### src/rtl/ahb_uart_fifo_pkg.sv
// rtl/ahb_uart_fifo_pkg.sv - register map, bit positions and TX FSM encoding for ahb_uart_fifo
package ahb_uart_fifo_pkg;

    localparam logic [1:0] ADDR_DATA   = 2'd0;
    localparam logic [1:0] ADDR_STATUS = 2'd1;
    localparam logic [1:0] ADDR_CTRL   = 2'd2;
    localparam logic [1:0] ADDR_CMD    = 2'd3;

    localparam int ST_TX_FULL     = 0;
    localparam int ST_TX_EMPTY    = 1;
    localparam int ST_RX_FULL     = 2;
    localparam int ST_RX_EMPTY    = 3;
    localparam int ST_RX_OVERRUN  = 4;
    localparam int ST_TX_OVERFLOW = 5;
    localparam int ST_TX_COUNT    = 8;
    localparam int ST_RX_COUNT    = 16;

    localparam int CTRL_RX_IRQ_EN = 0;
    localparam int CTRL_TX_IRQ_EN = 1;

    localparam int CMD_CLR_FLAGS = 0;
    localparam int CMD_FLUSH_TX  = 1;
    localparam int CMD_FLUSH_RX  = 2;

    typedef logic [1:0] tx_state_t;
    localparam tx_state_t TX_IDLE      = 2'd0;
    localparam tx_state_t TX_LAUNCH    = 2'd1;
    localparam tx_state_t TX_WAIT_BUSY = 2'd2;
    localparam tx_state_t TX_WAIT_DONE = 2'd3;

    // A 256-deep FIFO holds 256 entries, which does not fit the 8-bit STATUS field.
    function automatic logic [7:0] sat_count8(input logic [31:0] cnt);
        return (cnt > 32'd255) ? 8'hFF : cnt[7:0];
    endfunction

endpackage

### src/rtl/ahb_uart_fifo_if.sv
// rtl/ahb_uart_fifo_if.sv - AHB-Lite slave port bundle for ahb_uart_fifo
interface ahb_uart_fifo_if;
    logic        HSEL;
    logic [31:0] HADDR;
    logic [1:0]  HTRANS;
    logic [2:0]  HSIZE;
    logic [3:0]  HPROT;
    logic        HWRITE;
    logic [31:0] HWDATA;
    logic        HREADY;
    logic        HREADYOUT;
    logic        HRESP;
    logic [31:0] HRDATA;

    modport master (
        output HSEL, HADDR, HTRANS, HSIZE, HPROT, HWRITE, HWDATA, HREADY,
        input  HREADYOUT, HRESP, HRDATA
    );

    modport slave (
        input  HSEL, HADDR, HTRANS, HSIZE, HPROT, HWRITE, HWDATA, HREADY,
        output HREADYOUT, HRESP, HRDATA
    );
endinterface

### src/rtl/ahb_uart_fifo_sync_fifo.sv
// rtl/ahb_uart_fifo_sync_fifo.sv - show-ahead synchronous FIFO with flush and occupancy count
module sync_fifo #(
    parameter int DEPTH = 16,
    parameter int WIDTH = 8
) (
    input  logic                     clk,
    input  logic                     rst,
    input  logic                     push,
    input  logic                     pop,
    input  logic                     flush,
    input  logic [WIDTH-1:0]         din,
    output logic [WIDTH-1:0]         dout,
    output logic                     full,
    output logic                     empty,
    output logic [$clog2(DEPTH):0]   count
);
    localparam int AW = $clog2(DEPTH);
    localparam logic [AW-1:0] PTR_ONE  = 1;
    localparam logic [AW:0]   CNT_ONE  = 1;
    localparam logic [AW:0]   FULL_CNT = (AW + 1)'(DEPTH);

    logic [WIDTH-1:0] mem [DEPTH];
    logic [AW-1:0]    rd_ptr;
    logic [AW-1:0]    wr_ptr;
    logic             do_push;
    logic             do_pop;

    // A pop frees a slot in the same cycle, so a full FIFO still accepts a paired push.
    assign do_pop  = pop & ~empty;
    assign do_push = push & (~full | do_pop);

    assign full  = (count == FULL_CNT);
    assign empty = (count == '0);
    assign dout  = mem[rd_ptr];

    always_ff @(posedge clk) begin
        if (do_push) mem[wr_ptr] <= din;
    end

    always_ff @(posedge clk or posedge rst) begin
        if (rst) begin
            rd_ptr <= '0;
            wr_ptr <= '0;
            count  <= '0;
        end else if (flush) begin
            rd_ptr <= '0;
            wr_ptr <= '0;
            count  <= '0;
        end else begin
            if (do_push) wr_ptr <= wr_ptr + PTR_ONE;
            if (do_pop)  rd_ptr <= rd_ptr + PTR_ONE;
            case ({do_push, do_pop})
                2'b10:   count <= count + CNT_ONE;
                2'b01:   count <= count - CNT_ONE;
                default: count <= count;
            endcase
        end
    end
endmodule

### src/rtl/ahb_uart_fifo.sv
// rtl/ahb_uart_fifo.sv - buffered AHB-Lite UART slave: TX/RX FIFOs, TX drain FSM, level IRQ
module ahb_uart_fifo
    import ahb_uart_fifo_pkg::*;
#(
    parameter int DEPTH = 16
) (
    input  logic           HCLK,
    input  logic           HRESET,
    ahb_uart_fifo_if.slave bus,
    output logic [7:0]     TX_DATA,
    output logic           TX_EN,
    input  logic           TX_BUSY,
    input  logic [7:0]     RX_DATA,
    input  logic           RX_VALID,
    output logic           IRQ
);
    localparam int CW = $clog2(DEPTH) + 1;

    logic          dp_valid;
    logic          dp_write;
    logic [1:0]    dp_addr;
    logic          accept;
    logic          wr_data, rd_data, wr_ctrl, wr_cmd, rd_any;
    logic          cmd_clr, flush_tx, flush_rx;
    logic          tx_pop, tx_full, tx_empty;
    logic          rx_pop, rx_full, rx_empty;
    logic [7:0]    tx_head, rx_head;
    logic [CW-1:0] tx_count, rx_count;
    logic          tx_overflow, rx_overrun;
    logic [1:0]    ctrl;
    logic [31:0]   status;
    logic [31:0]   rdata;
    tx_state_t     state;
    logic          unused_bits;

    assign unused_bits = ^{bus.HSIZE, bus.HPROT, bus.HADDR[31:4], bus.HADDR[1:0],
                           bus.HTRANS[0], bus.HWDATA[31:8]};

    assign bus.HREADYOUT = 1'b1;
    assign bus.HRESP     = 1'b0;

    assign accept = bus.HSEL & bus.HREADY & bus.HTRANS[1];

    always_ff @(posedge HCLK or posedge HRESET) begin
        if (HRESET) begin
            dp_valid <= 1'b0;
            dp_write <= 1'b0;
            dp_addr  <= 2'd0;
        end else if (bus.HREADY) begin
            dp_valid <= accept;
            dp_write <= bus.HWRITE;
            dp_addr  <= bus.HADDR[3:2];
        end
    end

    assign wr_data = dp_valid &  dp_write & (dp_addr == ADDR_DATA);
    assign rd_data = dp_valid & ~dp_write & (dp_addr == ADDR_DATA);
    assign wr_ctrl = dp_valid &  dp_write & (dp_addr == ADDR_CTRL);
    assign wr_cmd  = dp_valid &  dp_write & (dp_addr == ADDR_CMD);
    assign rd_any  = dp_valid & ~dp_write;

    assign cmd_clr  = wr_cmd & bus.HWDATA[CMD_CLR_FLAGS];
    assign flush_tx = wr_cmd & bus.HWDATA[CMD_FLUSH_TX];
    assign flush_rx = wr_cmd & bus.HWDATA[CMD_FLUSH_RX];

    assign tx_pop = (state == TX_IDLE) & ~tx_empty;
    assign rx_pop = rd_data & ~rx_empty;

    sync_fifo #(.DEPTH(DEPTH), .WIDTH(8)) u_tx_fifo (
        .clk   (HCLK),
        .rst   (HRESET),
        .push  (wr_data),
        .pop   (tx_pop),
        .flush (flush_tx),
        .din   (bus.HWDATA[7:0]),
        .dout  (tx_head),
        .full  (tx_full),
        .empty (tx_empty),
        .count (tx_count)
    );

    sync_fifo #(.DEPTH(DEPTH), .WIDTH(8)) u_rx_fifo (
        .clk   (HCLK),
        .rst   (HRESET),
        .push  (RX_VALID),
        .pop   (rx_pop),
        .flush (flush_rx),
        .din   (RX_DATA),
        .dout  (rx_head),
        .full  (rx_full),
        .empty (rx_empty),
        .count (rx_count)
    );

    // A new drop event outranks a clear arriving in the same cycle.
    always_ff @(posedge HCLK or posedge HRESET) begin
        if (HRESET) begin
            tx_overflow <= 1'b0;
            rx_overrun  <= 1'b0;
            ctrl        <= 2'd0;
        end else begin
            tx_overflow <= (wr_data & tx_full & ~tx_pop) | (tx_overflow & ~cmd_clr);
            rx_overrun  <= (RX_VALID & rx_full & ~rx_pop) | (rx_overrun & ~cmd_clr);
            if (wr_ctrl) ctrl <= bus.HWDATA[1:0];
        end
    end

    // The head is popped and captured on the IDLE->LAUNCH edge so TX_DATA is valid with TX_EN.
    always_ff @(posedge HCLK or posedge HRESET) begin
        if (HRESET) begin
            state   <= TX_IDLE;
            TX_EN   <= 1'b0;
            TX_DATA <= 8'd0;
        end else begin
            TX_EN <= 1'b0;
            case (state)
                TX_IDLE: begin
                    if (!tx_empty) begin
                        state   <= TX_LAUNCH;
                        TX_EN   <= 1'b1;
                        TX_DATA <= tx_head;
                    end
                end
                TX_LAUNCH:    state <= TX_WAIT_BUSY;
                TX_WAIT_BUSY: if (TX_BUSY)  state <= TX_WAIT_DONE;
                TX_WAIT_DONE: if (!TX_BUSY) state <= TX_IDLE;
                default:      state <= TX_IDLE;
            endcase
        end
    end

    always_ff @(posedge HCLK or posedge HRESET) begin
        if (HRESET) IRQ <= 1'b0;
        else IRQ <= (ctrl[CTRL_RX_IRQ_EN] & ~rx_empty) |
                    (ctrl[CTRL_TX_IRQ_EN] & tx_empty & (state == TX_IDLE));
    end

    always_comb begin
        status                       = 32'd0;
        status[ST_TX_FULL]           = tx_full;
        status[ST_TX_EMPTY]          = tx_empty;
        status[ST_RX_FULL]           = rx_full;
        status[ST_RX_EMPTY]          = rx_empty;
        status[ST_RX_OVERRUN]        = rx_overrun;
        status[ST_TX_OVERFLOW]       = tx_overflow;
        status[ST_TX_COUNT +: 8]     = sat_count8(32'(tx_count));
        status[ST_RX_COUNT +: 8]     = sat_count8(32'(rx_count));
    end

    always_comb begin
        rdata = 32'd0;
        if (rd_any) begin
            case (dp_addr)
                ADDR_DATA:   rdata = rx_empty ? 32'd0 : {24'd0, rx_head};
                ADDR_STATUS: rdata = status;
                ADDR_CTRL:   rdata = {30'd0, ctrl};
                default:     rdata = 32'd0;
            endcase
        end
    end

    assign bus.HRDATA = rdata;
endmodule

### src/flat_wrapper.sv
// flat-port wrapper written by rule: the top's interface ports become plain ports
module ahb_uart_fifo_flat import ahb_uart_fifo_pkg::*;
#(
    parameter int DEPTH = 16
)
  (HCLK, HRESET, TX_DATA, TX_EN, TX_BUSY, RX_DATA, RX_VALID, IRQ, bus_HSEL, bus_HADDR, bus_HTRANS, bus_HSIZE, bus_HPROT, bus_HWRITE, bus_HWDATA, bus_HREADY, bus_HREADYOUT, bus_HRESP, bus_HRDATA);
  ahb_uart_fifo_if bus_i ();
  input  logic HCLK;
  input  logic HRESET;
  output logic [7:0] TX_DATA;
  output logic TX_EN;
  input  logic TX_BUSY;
  input  logic [7:0] RX_DATA;
  input  logic RX_VALID;
  output logic IRQ;
  input wire logic [$bits(bus_i.HSEL)-1:0] bus_HSEL;
  input wire logic [$bits(bus_i.HADDR)-1:0] bus_HADDR;
  input wire logic [$bits(bus_i.HTRANS)-1:0] bus_HTRANS;
  input wire logic [$bits(bus_i.HSIZE)-1:0] bus_HSIZE;
  input wire logic [$bits(bus_i.HPROT)-1:0] bus_HPROT;
  input wire logic [$bits(bus_i.HWRITE)-1:0] bus_HWRITE;
  input wire logic [$bits(bus_i.HWDATA)-1:0] bus_HWDATA;
  input wire logic [$bits(bus_i.HREADY)-1:0] bus_HREADY;
  output wire logic [$bits(bus_i.HREADYOUT)-1:0] bus_HREADYOUT;
  output wire logic [$bits(bus_i.HRESP)-1:0] bus_HRESP;
  output wire logic [$bits(bus_i.HRDATA)-1:0] bus_HRDATA;
  assign bus_i.HSEL = bus_HSEL;
  assign bus_i.HADDR = bus_HADDR;
  assign bus_i.HTRANS = bus_HTRANS;
  assign bus_i.HSIZE = bus_HSIZE;
  assign bus_i.HPROT = bus_HPROT;
  assign bus_i.HWRITE = bus_HWRITE;
  assign bus_i.HWDATA = bus_HWDATA;
  assign bus_i.HREADY = bus_HREADY;
  assign bus_HREADYOUT = bus_i.HREADYOUT;
  assign bus_HRESP = bus_i.HRESP;
  assign bus_HRDATA = bus_i.HRDATA;
  ahb_uart_fifo #(.DEPTH(DEPTH)) u_core (.HCLK(HCLK), .HRESET(HRESET), .bus(bus_i), .TX_DATA(TX_DATA), .TX_EN(TX_EN), .TX_BUSY(TX_BUSY), .RX_DATA(RX_DATA), .RX_VALID(RX_VALID), .IRQ(IRQ));
endmodule
### config.mk
export PLATFORM = sky130hd
export DESIGN_NAME = ahb_uart_fifo_flat
export DESIGN_NICKNAME = d
export VERILOG_FILES = /design/src/rtl/ahb_uart_fifo_pkg.sv /design/src/rtl/ahb_uart_fifo_if.sv /design/src/rtl/ahb_uart_fifo_sync_fifo.sv /design/src/rtl/ahb_uart_fifo.sv /design/src/flat_wrapper.sv
export SDC_FILE = /design/constraint.sdc
export NUM_CORES = 1
export LEC_CHECK = 0
export ABC_CLOCK_PERIOD_IN_PS = 6580
export CORE_ASPECT_RATIO = 0.5
export CORE_UTILIZATION = 45
export DETAILED_ROUTE_END_ITERATION = 8
export MAX_ROUTING_LAYER = met4
export PLACE_DENSITY = 0.65
export REMOVE_ABC_BUFFERS = 1
export SLEW_MARGIN = 20
export SYNTH_ARGS = -nofsm -noshare
export SYNTH_HDL_FRONTEND = slang
export SYNTH_SLANG_ARGS = --single-unit
### constraint.sdc
create_clock -name HCLK -period 6.58 [get_ports HCLK]
set_input_delay 0.658 -clock HCLK [delete_from_list [all_inputs] [get_ports HCLK]]
set_output_delay 0.658 -clock HCLK [all_outputs]
set_load 0.005 [all_outputs]
[Yosys cells after proc, flatten, opt, wreduce, memory -nomap -nowiden]
Memory sizes are Yosys's and may differ from the RTL's. A register that Yosys moved wholly into a read port is not among the register bits.
Cells that the tools add are included.
Widths: inputs -> output; s select.
Word-level totals
  latch bits: 0
  memories: 2
  bits in read-only memories: 0
  register bits after elaboration: 38
  RAM bits: 256
  input port bits: 88
  word-level logic and storage cells: 116
Operators by class
  reductions and logical operators: 12
  bitwise logic cells: 39
  add/sub/neg operators: 8
  div/mod/pow operators: 0
  $lt $le $gt $ge: 0
  multiplexer cells: 25
  equality and inequality tests: 15
  shift operators: 0
  multiply operators: 0
Memories
  u_core.u_rx_fifo.mem: words 16, bits a word 8, rd ports 1, clocked after memory_dff 0, write ports 1, line ahb_uart_fifo_sync_fifo.sv:22  | logic [WIDTH-1:0] mem [DEPTH];
  u_core.u_tx_fifo.mem: words 16, bits a word 8, rd ports 1, clocked after memory_dff 1, write ports 1, line ahb_uart_fifo_sync_fifo.sv:22
Operator list (count)
  $pmux 32 s3: 1
  $mux 32: 1
  $mux 4: 8
  $and 1x1->1: 26
  $pmux 5 s2: 2
  $add 4x1->4 const B: 4
  $eq 2x2->1 const B: 6
  $add 5x1->5 const B: 2
  $eq 5x5->1 const B: 2
  $logic_not 5->1: 2
  $mux 5: 2
  $sub 5x1->5 const B: 2
  $eq 2x1->1 const B: 4
  $mux 8: 1
  $not 1->1: 8
  $pmux 2 s4: 1
  $reduce_bool 2->1: 4
  $mux 1: 6
  $mux 2: 3
  $ne 2x2->1 const B: 3
  $reduce_bool 3->1: 2
  $or 1x1->1: 5
  $logic_not 2->1: 2
  $reduce_and 3->1: 1
  $reduce_and 2->1: 1

[Longest topological paths before layout]
  depth after elaboration: 10
  depth in mapped cells: 13

[Cells and area by module]
From an unflattened synthesis, not the netlist that was laid out.
Unflattened totals
  cell total of the unflattened synthesis: 755
  area, all modules: 12941.2 um^2
Modules (own cells, without submodules)
  sync_fifo (u_core.u_rx_fifo): cells each 327, instances 1, seq. area each 4169.0 um^2, area each 5881.9 um^2
  sync_fifo (u_core.u_tx_fifo): cells each 317, instances 1, seq. area each 4169.0 um^2, area each 5823.1 um^2
  ahb_uart_fifo: cells each 111, instances 1, seq. area each 500.5 um^2, area each 1236.2 um^2

[Least setup slack after synthesis]
OpenSTA, ideal clock, no wires.
  path type: register to register
  start: register u_core.u_rx_fifo.count[2]
  end: register u_core.u_rx_fifo.count[4]
  arrival time: 3098 ps
  setup slack: 3402 ps
  required time: 6501 ps
  cell stages (with the launch flop): 14
  setup time: 79 ps
  path through: dfrtp_1 buf_6 or4_4 buf_6 o31a_4 clkinv_2 buf_8 ha_1 xor2_1 ha_1 a21oi_1 or3b_2 a31oi_1 mux2i_1
On the way
  longest elaborated chain between the ends: 9
  elaborated cells on any way between the ends: 15
  classes of those cells: add/sub: 2; eq/ne: 3; mux: 2; bitwise: 6; reduce/logical: 2
Ends and longest elaborated chain
  start, declared: line ahb_uart_fifo_sync_fifo.sv:15  | output logic [$clog2(DEPTH):0] count
  start signal, assigned: line ahb_uart_fifo_sync_fifo.sv:53  | 2'b10: count <= count + CNT_ONE;
  start signal, assigned: line ahb_uart_fifo_sync_fifo.sv:54  | 2'b01: count <= count - CNT_ONE;
  start signal, assigned: line ahb_uart_fifo_sync_fifo.sv:55  | default: count <= count;
  $logic_not 5->1: line ahb_uart_fifo_sync_fifo.sv:33  | assign empty = (count == '0);
  $not 1->1: line ahb_uart_fifo_sync_fifo.sv:29, ahb_uart_fifo.sv:67
  $and 1x1->1: line ahb_uart_fifo.sv:67  | assign rx_pop = rd_data & ~rx_empty;
  $and 1x1->1: line ahb_uart_fifo_sync_fifo.sv:29  | assign do_pop = pop & ~empty;
  $or 1x1->1: line ahb_uart_fifo_sync_fifo.sv:30  | assign do_push = push & (~full | do_pop);
  $and 1x1->1: line ahb_uart_fifo_sync_fifo.sv:30
  $eq 2x1->1 / $eq 2x2->1 (equally long branches): line ahb_uart_fifo_sync_fifo.sv:52  | case ({do_push, do_pop})
  $pmux 5 s2: line ahb_uart_fifo_sync_fifo.sv:52
  $mux 5: line ahb_uart_fifo_sync_fifo.sv:45  | end else if (flush) begin
Parallel ways exist; a longest one is shown, timed or not.
A chain may end at the register's enable or synchronous reset.

[Worst setup path after layout]
  start: register u_core.u_rx_fifo.rd_ptr[2]
  end: output bus_HRDATA[2]
On the way
  longest elaborated chain between the ends: 4
Ends and longest elaborated chain
  start, declared: line ahb_uart_fifo_sync_fifo.sv:23  | logic [AW-1:0] rd_ptr;
  start signal, assigned: line ahb_uart_fifo_sync_fifo.sv:51  | if (do_pop) rd_ptr <= rd_ptr + PTR_ONE;
  $mem_v2 16x8
  $mux 8: line ahb_uart_fifo.sv:154  | ADDR_DATA: rdata = rx_empty ? 32'd0 : {24'd0, rx_head};
  $pmux 32 s3: line ahb_uart_fifo.sv:153  | case (dp_addr)
  $mux 32: line ahb_uart_fifo.sv:152  | if (rd_any) begin
  end, declared: line flat_wrapper.sv:26  | output wire logic [$bits(bus_i.HRDATA)-1:0] bus_HRDATA;
No other way between the ends.

==> results.toml <==
[setup_path]
cp_max_fo = 34
cpMaxStageDelayCell = "dfrtp_4"
crit_family = "flip-flops"
startpoint_type = "flop"
arrival_ps = 3060
worst-path-buf-inv = 1
end_kind = "output pin"
worstPathRequired_ps = 5920
slowest_delay_ps = 840
critical_path_class = "reg -> out"
crit_chain = "mux4_2 -> mux2i_1 -> o22ai_1 -> a31o_2 -> clkdlybuf4s50_1"

[timing]
setup_ws_ps = 2860
setup_tns_ps = 0
tightest_slew_ps = 1150
fmax_ghz = 0.269
rsz0062_at_grt = "false"
final_max_slew_viol_count = 0
whs_ps = 513
finalHoldViolCount = 0
fin_skew_ps = 12.0
slew_headroom_pct = 23.6
fin_crit_sh_pct = 56.6
setup_viol = 0
fin_crit_ps = 3720

[status]
status = "finished, final reports clean"

[clock_network]
cts_hold_buf = 0
post_cts_resized = 0
clk_path_buf_depth = 3
cts_tree = "done"
cts_sinks = 302
cts_setup_buffers = 0
root_buffer = "clkbuf_16"
numCtsBuffers = 26
clk_latency_ps = 540
cts.clk_slew.worst_paths_ps = 70
cts-htree-levels = 1

[detailed_routing]
drt-wirelength-per-cell_um = 21.7
vias_per_cell = 5.55
num_vias = 6590
drtPass1Iterations = 5
ant_nets = 0
drc = 0
dr.first_iter.drc_count = 484
wirelength_um = 25700

[pwr]
power_per_cell_area_nw_per_um2 = 389
power_mw = 5.67
ir_drop_v = 0.000180
power_leakage_nw = 4.93

[job]
maxCapViolations = 0

[yosys]
synth_seq_cells = 302
yosys_warnings = 0
synth_cell_type_count = 66
syn_area_um2 = 12800
postSynthAreaPerCell_um2 = 17.4
yosysSeqAreaShare_pct = 69.0
synthArstFlopShare_pct = 15.2
synth-edff-count = 256
synth_flop_cell = "edfxtp_1"
syn_inst = 735

[cells_and_area]
diodes = 0
drive_gt1_share_pct = 19.2
syn2layout_area_growth_pct = 13.8
final_cells = 1188
fin_nets = 894
final_util_pct = 52.4
final_area_um2 = 14600

[grt]
grt_overflow = 0
grt_pass1_wl_um = 39400
grt_pass1_vias = 6748
track_usage_pct = 18.8
grt_max_degree = 47
grt_antenna_before_repair = 0

[die]
placement_rows = 43
core-area_um2 = 27800
start_util_pct = 46.0
die_w_um = 241
dieArea_um2 = 29200
io_pins = 132
die_height_um = 121

[placed_design]
placed_cells = 1140
dpl_cell_area_um2 = 13700
port_buffers = 53
pre_cts_ws_ps = 3070
dpl.hpwl_um = 15700
gp_congestion = 0.805

[worst_hold_path]
hold_class = "reg -> reg"
state kept, by name, summed over array words and instances, names as in the netlist, 2 cells and up:
register,flops
u_core.u_tx_fifo.mem,128
u_core.u_tx_fifo.wr_ptr,4
u_core.TX_DATA,8
u_core.u_rx_fifo.mem,128
u_core.u_tx_fifo.rd_ptr,4
u_core.state,2
u_core.u_rx_fifo.rd_ptr,4
u_core.u_rx_fifo.count,5
u_core.dp_addr,2
u_core.ctrl,2
u_core.u_tx_fifo.count,5
u_core.u_rx_fifo.wr_ptr,4
worst min-delay path: cells and delay by family (launching register included):
family	cells	cell delay (ps)
simple gates	1	60
flops	1	350
compound gates	1	70
power breakdown:
part / internal (mW) / switching, mW / leakage (nW)
clock network: 0.912 / 0.690 / 0.437
logic: 0.760 / 0.657 / 1.63
registers: 2.29 / 0.364 / 2.86
cells in the mapped netlist (5+ instances only):
library cell / n / area (um^2)
edfxtp_1: 256 / 7690
mux4_2: 64 / 1440
dfrtp_1: 46 / 1150
mux2i_1: 39 / 390
nand2_1: 31 / 116
and2_1: 27 / 169
inv_1: 24 / 90.1
nor2_1: 22 / 82.6
ha_1: 20 / 250
clkbuf_1: 18 / 67.6
buf_4: 16 / 120
buf_2: 15 / 75.1
nor4_1: 11 / 68.8
a21oi_1: 10 / 50.1
o221ai_1: 9 / 78.8
o21ai_0: 8 / 40.0
xor2_1: 7 / 61.3
mux2_2: 6 / 67.6
nand3_1: 6 / 30.0
o22ai_1: 6 / 37.5
a31oi_1: 5 / 31.3
or3_1: 5 / 31.3
cells by family (layout without fill, tap and decap cells):
kind of cell / after synthesis / count (layout) / share of synthesized area [%]
DFF: 302 / 302 / 69.0
and+or+nand+nor: 133 / 133 / 5.79
muxes: 109 / 109 / 14.8
buffers and inverters: 82 / 139 / 3.23
AOI/OAI and AO/OA: 76 / 76 / 4.38
adders and majority gates: 20 / 20 / 1.95
xor gates and xnor gates: 11 / 11 / 0.752
other: 2 / 16 / 0.0586
routing by layer:
metal / wire [um] / vias up / GRT usage (%)
met1: 11600 / 3450 / 26.0
li1: - / 2965 / -
met3: 1210 / 34 / 3.39
met5: 0 / - / -
met4: 451 / 0 / 3.98
met2: 12400 / 141 / 29.4
cell usage in the layout (no fill, tap or decap), types with 4 or more instances in the layout:
cell type	synthesis	routed
a21oi_1	10	10
clkinv_2	1	10
inv_1	24	23
and2_1	27	27
buf_4	16	11
nand3_1	6	6
edfxtp_1	256	256
o21ai_0	8	8
xnor2_1	4	4
conb_1	2	16
nor2_1	22	22
mux2i_1	39	39
o22ai_1	6	6
clkdlybuf4s50_1	0	53
clkbuf_1	18	4
a21o_1	4	4
clkbuf_16	0	27
nand3b_1	4	4
a31oi_1	5	5
bufinv_16	0	4
dfrtp_1	46	43
or3_1	5	5
nand2b_1	4	4
a211oi_1	4	4
nand2_1	31	31
o221ai_1	9	9
ha_1	20	20
mux4_2	64	64
mux2_2	6	6
nor4_2	0	8
xor2_1	7	7
area by class of cell:
type / instances / area (um^2)
Inverter: 27 / 104
Tap cell: 382 / 478
Clock inverter: 17 / 193
Timing Repair Buffer: 64 / 613
Multi-Input combinational cell: 365 / 3660
Clock buffer: 31 / 691
Sequential cell: 302 / 8840
Fill cell: 2222 / 13200
path summary, 6_finish.rpt:
kind,start,end,slack [ps],cells after the start
min in group asynchronous,HRESET,u_core.u_rx_fifo.rd_ptr[2],590,2
worst max register to register,u_core.u_tx_fifo.count[2],u_core.u_tx_fifo.count[2],3040,10
worst max-delay path,u_core.u_rx_fifo.rd_ptr[2],bus_HRDATA[2],2860,5
max in group asynchronous,HRESET,u_core.u_rx_fifo.rd_ptr[2],5400,2
worst min-delay path,u_core.TX_DATA[4],u_core.TX_DATA[4],510,2
worst min register to register,u_core.TX_DATA[4],u_core.TX_DATA[4],510,2
(Power assumes the default switching activity.)
==> RTL change: new RTL, same settings <==
`DEPTH` is set to 16 in 3 places; all go to 32.
--- a/src/rtl/ahb_uart_fifo_sync_fifo.sv
+++ b/src/rtl/ahb_uart_fifo_sync_fifo.sv
@@ -1,6 +1,6 @@
 // rtl/ahb_uart_fifo_sync_fifo.sv - show-ahead synchronous FIFO with flush and occupancy count
 module sync_fifo #(
-    parameter int DEPTH = 16,
+    parameter int DEPTH = 32,
     parameter int WIDTH = 8
 ) (
     input  logic                     clk,
--- a/src/rtl/ahb_uart_fifo.sv
+++ b/src/rtl/ahb_uart_fifo.sv
@@ -2,7 +2,7 @@
 module ahb_uart_fifo
     import ahb_uart_fifo_pkg::*;
 #(
-    parameter int DEPTH = 16
+    parameter int DEPTH = 32
 ) (
     input  logic           HCLK,
     input  logic           HRESET,
--- a/src/flat_wrapper.sv
+++ b/src/flat_wrapper.sv
@@ -1,7 +1,7 @@
 // flat-port wrapper written by rule: the top's interface ports become plain ports
 module ahb_uart_fifo_flat import ahb_uart_fifo_pkg::*;
 #(
-    parameter int DEPTH = 16
+    parameter int DEPTH = 32
 )
   (HCLK, HRESET, TX_DATA, TX_EN, TX_BUSY, RX_DATA, RX_VALID, IRQ, bus_HSEL, bus_HADDR, bus_HTRANS, bus_HSIZE, bus_HPROT, bus_HWRITE, bus_HWDATA, bus_HREADY, bus_HREADYOUT, bus_HRESP, bus_HRDATA);
   ahb_uart_fifo_if bus_i ();
Formal check against the unedited RTL: same outputs for any inputs over 4 cycles, from zero or initial values and one cycle with HRESET high; that may be too few to reach the edited logic, so the function may still have changed.
==> RTL change against the unedited design <==
Total power grew 77%; worst setup slack got worse by 0.90 ns; register-to-register slack got worse by 0.36 ns; routed wire length is 88% higher; sequential share of layout area is 4.5 points higher; clock skew is 0.0099 ns higher; final area is 76% higher; sequential cell count increased by 262; area after synthesis up 80%; critical path type unchanged; critical endpoint is now bus_HRDATA[6]; largest cell class unchanged; largest power group unchanged; highest routed layer unchanged.
==> RTL change: results <==
group,metric,value,unit
place,place_inst,1938,
timing,post-route-min-period,4.62,ns
route,drtPass1Iterations,9,
outcome,status,"finished clean",
power,leakagePower,8.24,nW
setup_path,worstPathArrival,3.96,ns
route,drt-initial-drc-count,1360,
cells_and_area,layout-drive-gt1-share,19.3,%
setup_path,crit_start,"u_core.u_rx_fifo.rd_ptr[0]$_DFFE_PP0P_",
place,dpl-instance-area,24100,um2
setup_path,rr_endpoint,"u_core.u_tx_fifo.count[3]$_DFFE_PP0P_",
cells_and_area,layout.nets,1408,
cells_and_area,nFillCells,3997,
route,post_drt_wl_per_cell,23.8,um
power,p_sw_share,30.6,%
place,place_ws,2.50,ns
global_routing,grt_max_degree,53,
min_path,min_from,"u_core.TX_DATA[6]$_DFFE_PP0P_",
yosys,netlist_top_cells_count,"edfxtp_1, mux4_2, nor2_1",
timing,tightest_slew,0.926,ns
yosys,synth_edf_count,512,
min_path,min_to,"u_core.TX_DATA[6]$_DFFE_PP0P_",
die,dieArea,52100,um2
yosys,async_flop_share,9.22,%
cells_and_area,design.seq.count,564,
place,io_buffers,55,
yosys,yosysSeqAreaShare,72.5,%
setup_path,r2r_slack,2.68,ns
setup_path,reg2reg_from,"u_core.u_tx_fifo.count[1]$_DFFE_PP0P_",
timing,skew,0.0220,ns
global_routing,grt_pass1_vias,11800,
route,vias_per_cell,5.70,
setup_path,crit_path_max_incr_delay,0.92,ns
cells_and_area,antenna_cells,1,
cells_and_area,seq_share,65.2,%
clock_network,cts_buffers,50,
cells_and_area,nClkBuffers,64,
global_routing,track_usage,19.2,%
clock_network,worstSkewPairLatency,0.58,ns
cells_and_area,clk_share,6.17,%
power,p_sw,0.00307,W
setup_path,crit_end,"bus_HRDATA[6]",
global_routing,antenna_found_initial,1,
yosys,syn-instance-count,1254,
global_routing,grt_pass1_wl,72.7,mm
yosys,ys_top_cells_by_area,"edfxtp_1, mux4_2, dfrtp_1, nor2_1, ha_1",
place,gp_congestion,0.854,
route,routed_wl,48.2,mm
cells_and_area,nMultiInputCombCells,596,
timing,hold_slack,0.480,ns
power,ir_drop,0.226,mV
cells_and_area,multiInputGateArea,5820,um2
cells_and_area,nonClkBufAreaFrac,2.22,%
clock_network,htreeDepth,2,
setup_path,cp_max_fo,40,
clock_network,max-clock-path-buffers,3,
place,dpl.hpwl,30.0,mm
power,p_clk_share,28.4,%
cells_and_area,buffers,66,
==> RTL change: cells by family after synthesis <==
logic type | Yosys count | share of synthesized area [%]
multiplexers | 154 | 13.9
buffers and inverters | 106 | 2.45
flip-flops | 564 | 72.5
XOR/XNOR | 21 | 0.799
AND/OR/NAND/NOR | 262 | 5.69
adder cells (fa/ha/maj) | 20 | 1.09
other | 2 | 0.0326
AO/OA/AOI/OAI | 125 | 3.56
==> RTL change: worst max-delay path, delay by kind of cell (launching register included) <==
kind / cells / cell delay, ns
mux: 2 / 1.07
buf+inv: 2 / 1.00
flops: 1 / 0.92
simple gates: 2 / 0.34
==> RTL change: routing by layer <==
metal  vias to the layer above  wire length, um  share of wire, %  GRT usage, %
li1                       5063                -                 -             -
met1                      6070            20400                42          25.7
met2                       372            23800                49          30.8
met3                        80             2900               6.0          3.29
met4                         0             1150               2.4          5.24
met5                         -                0                 0             -
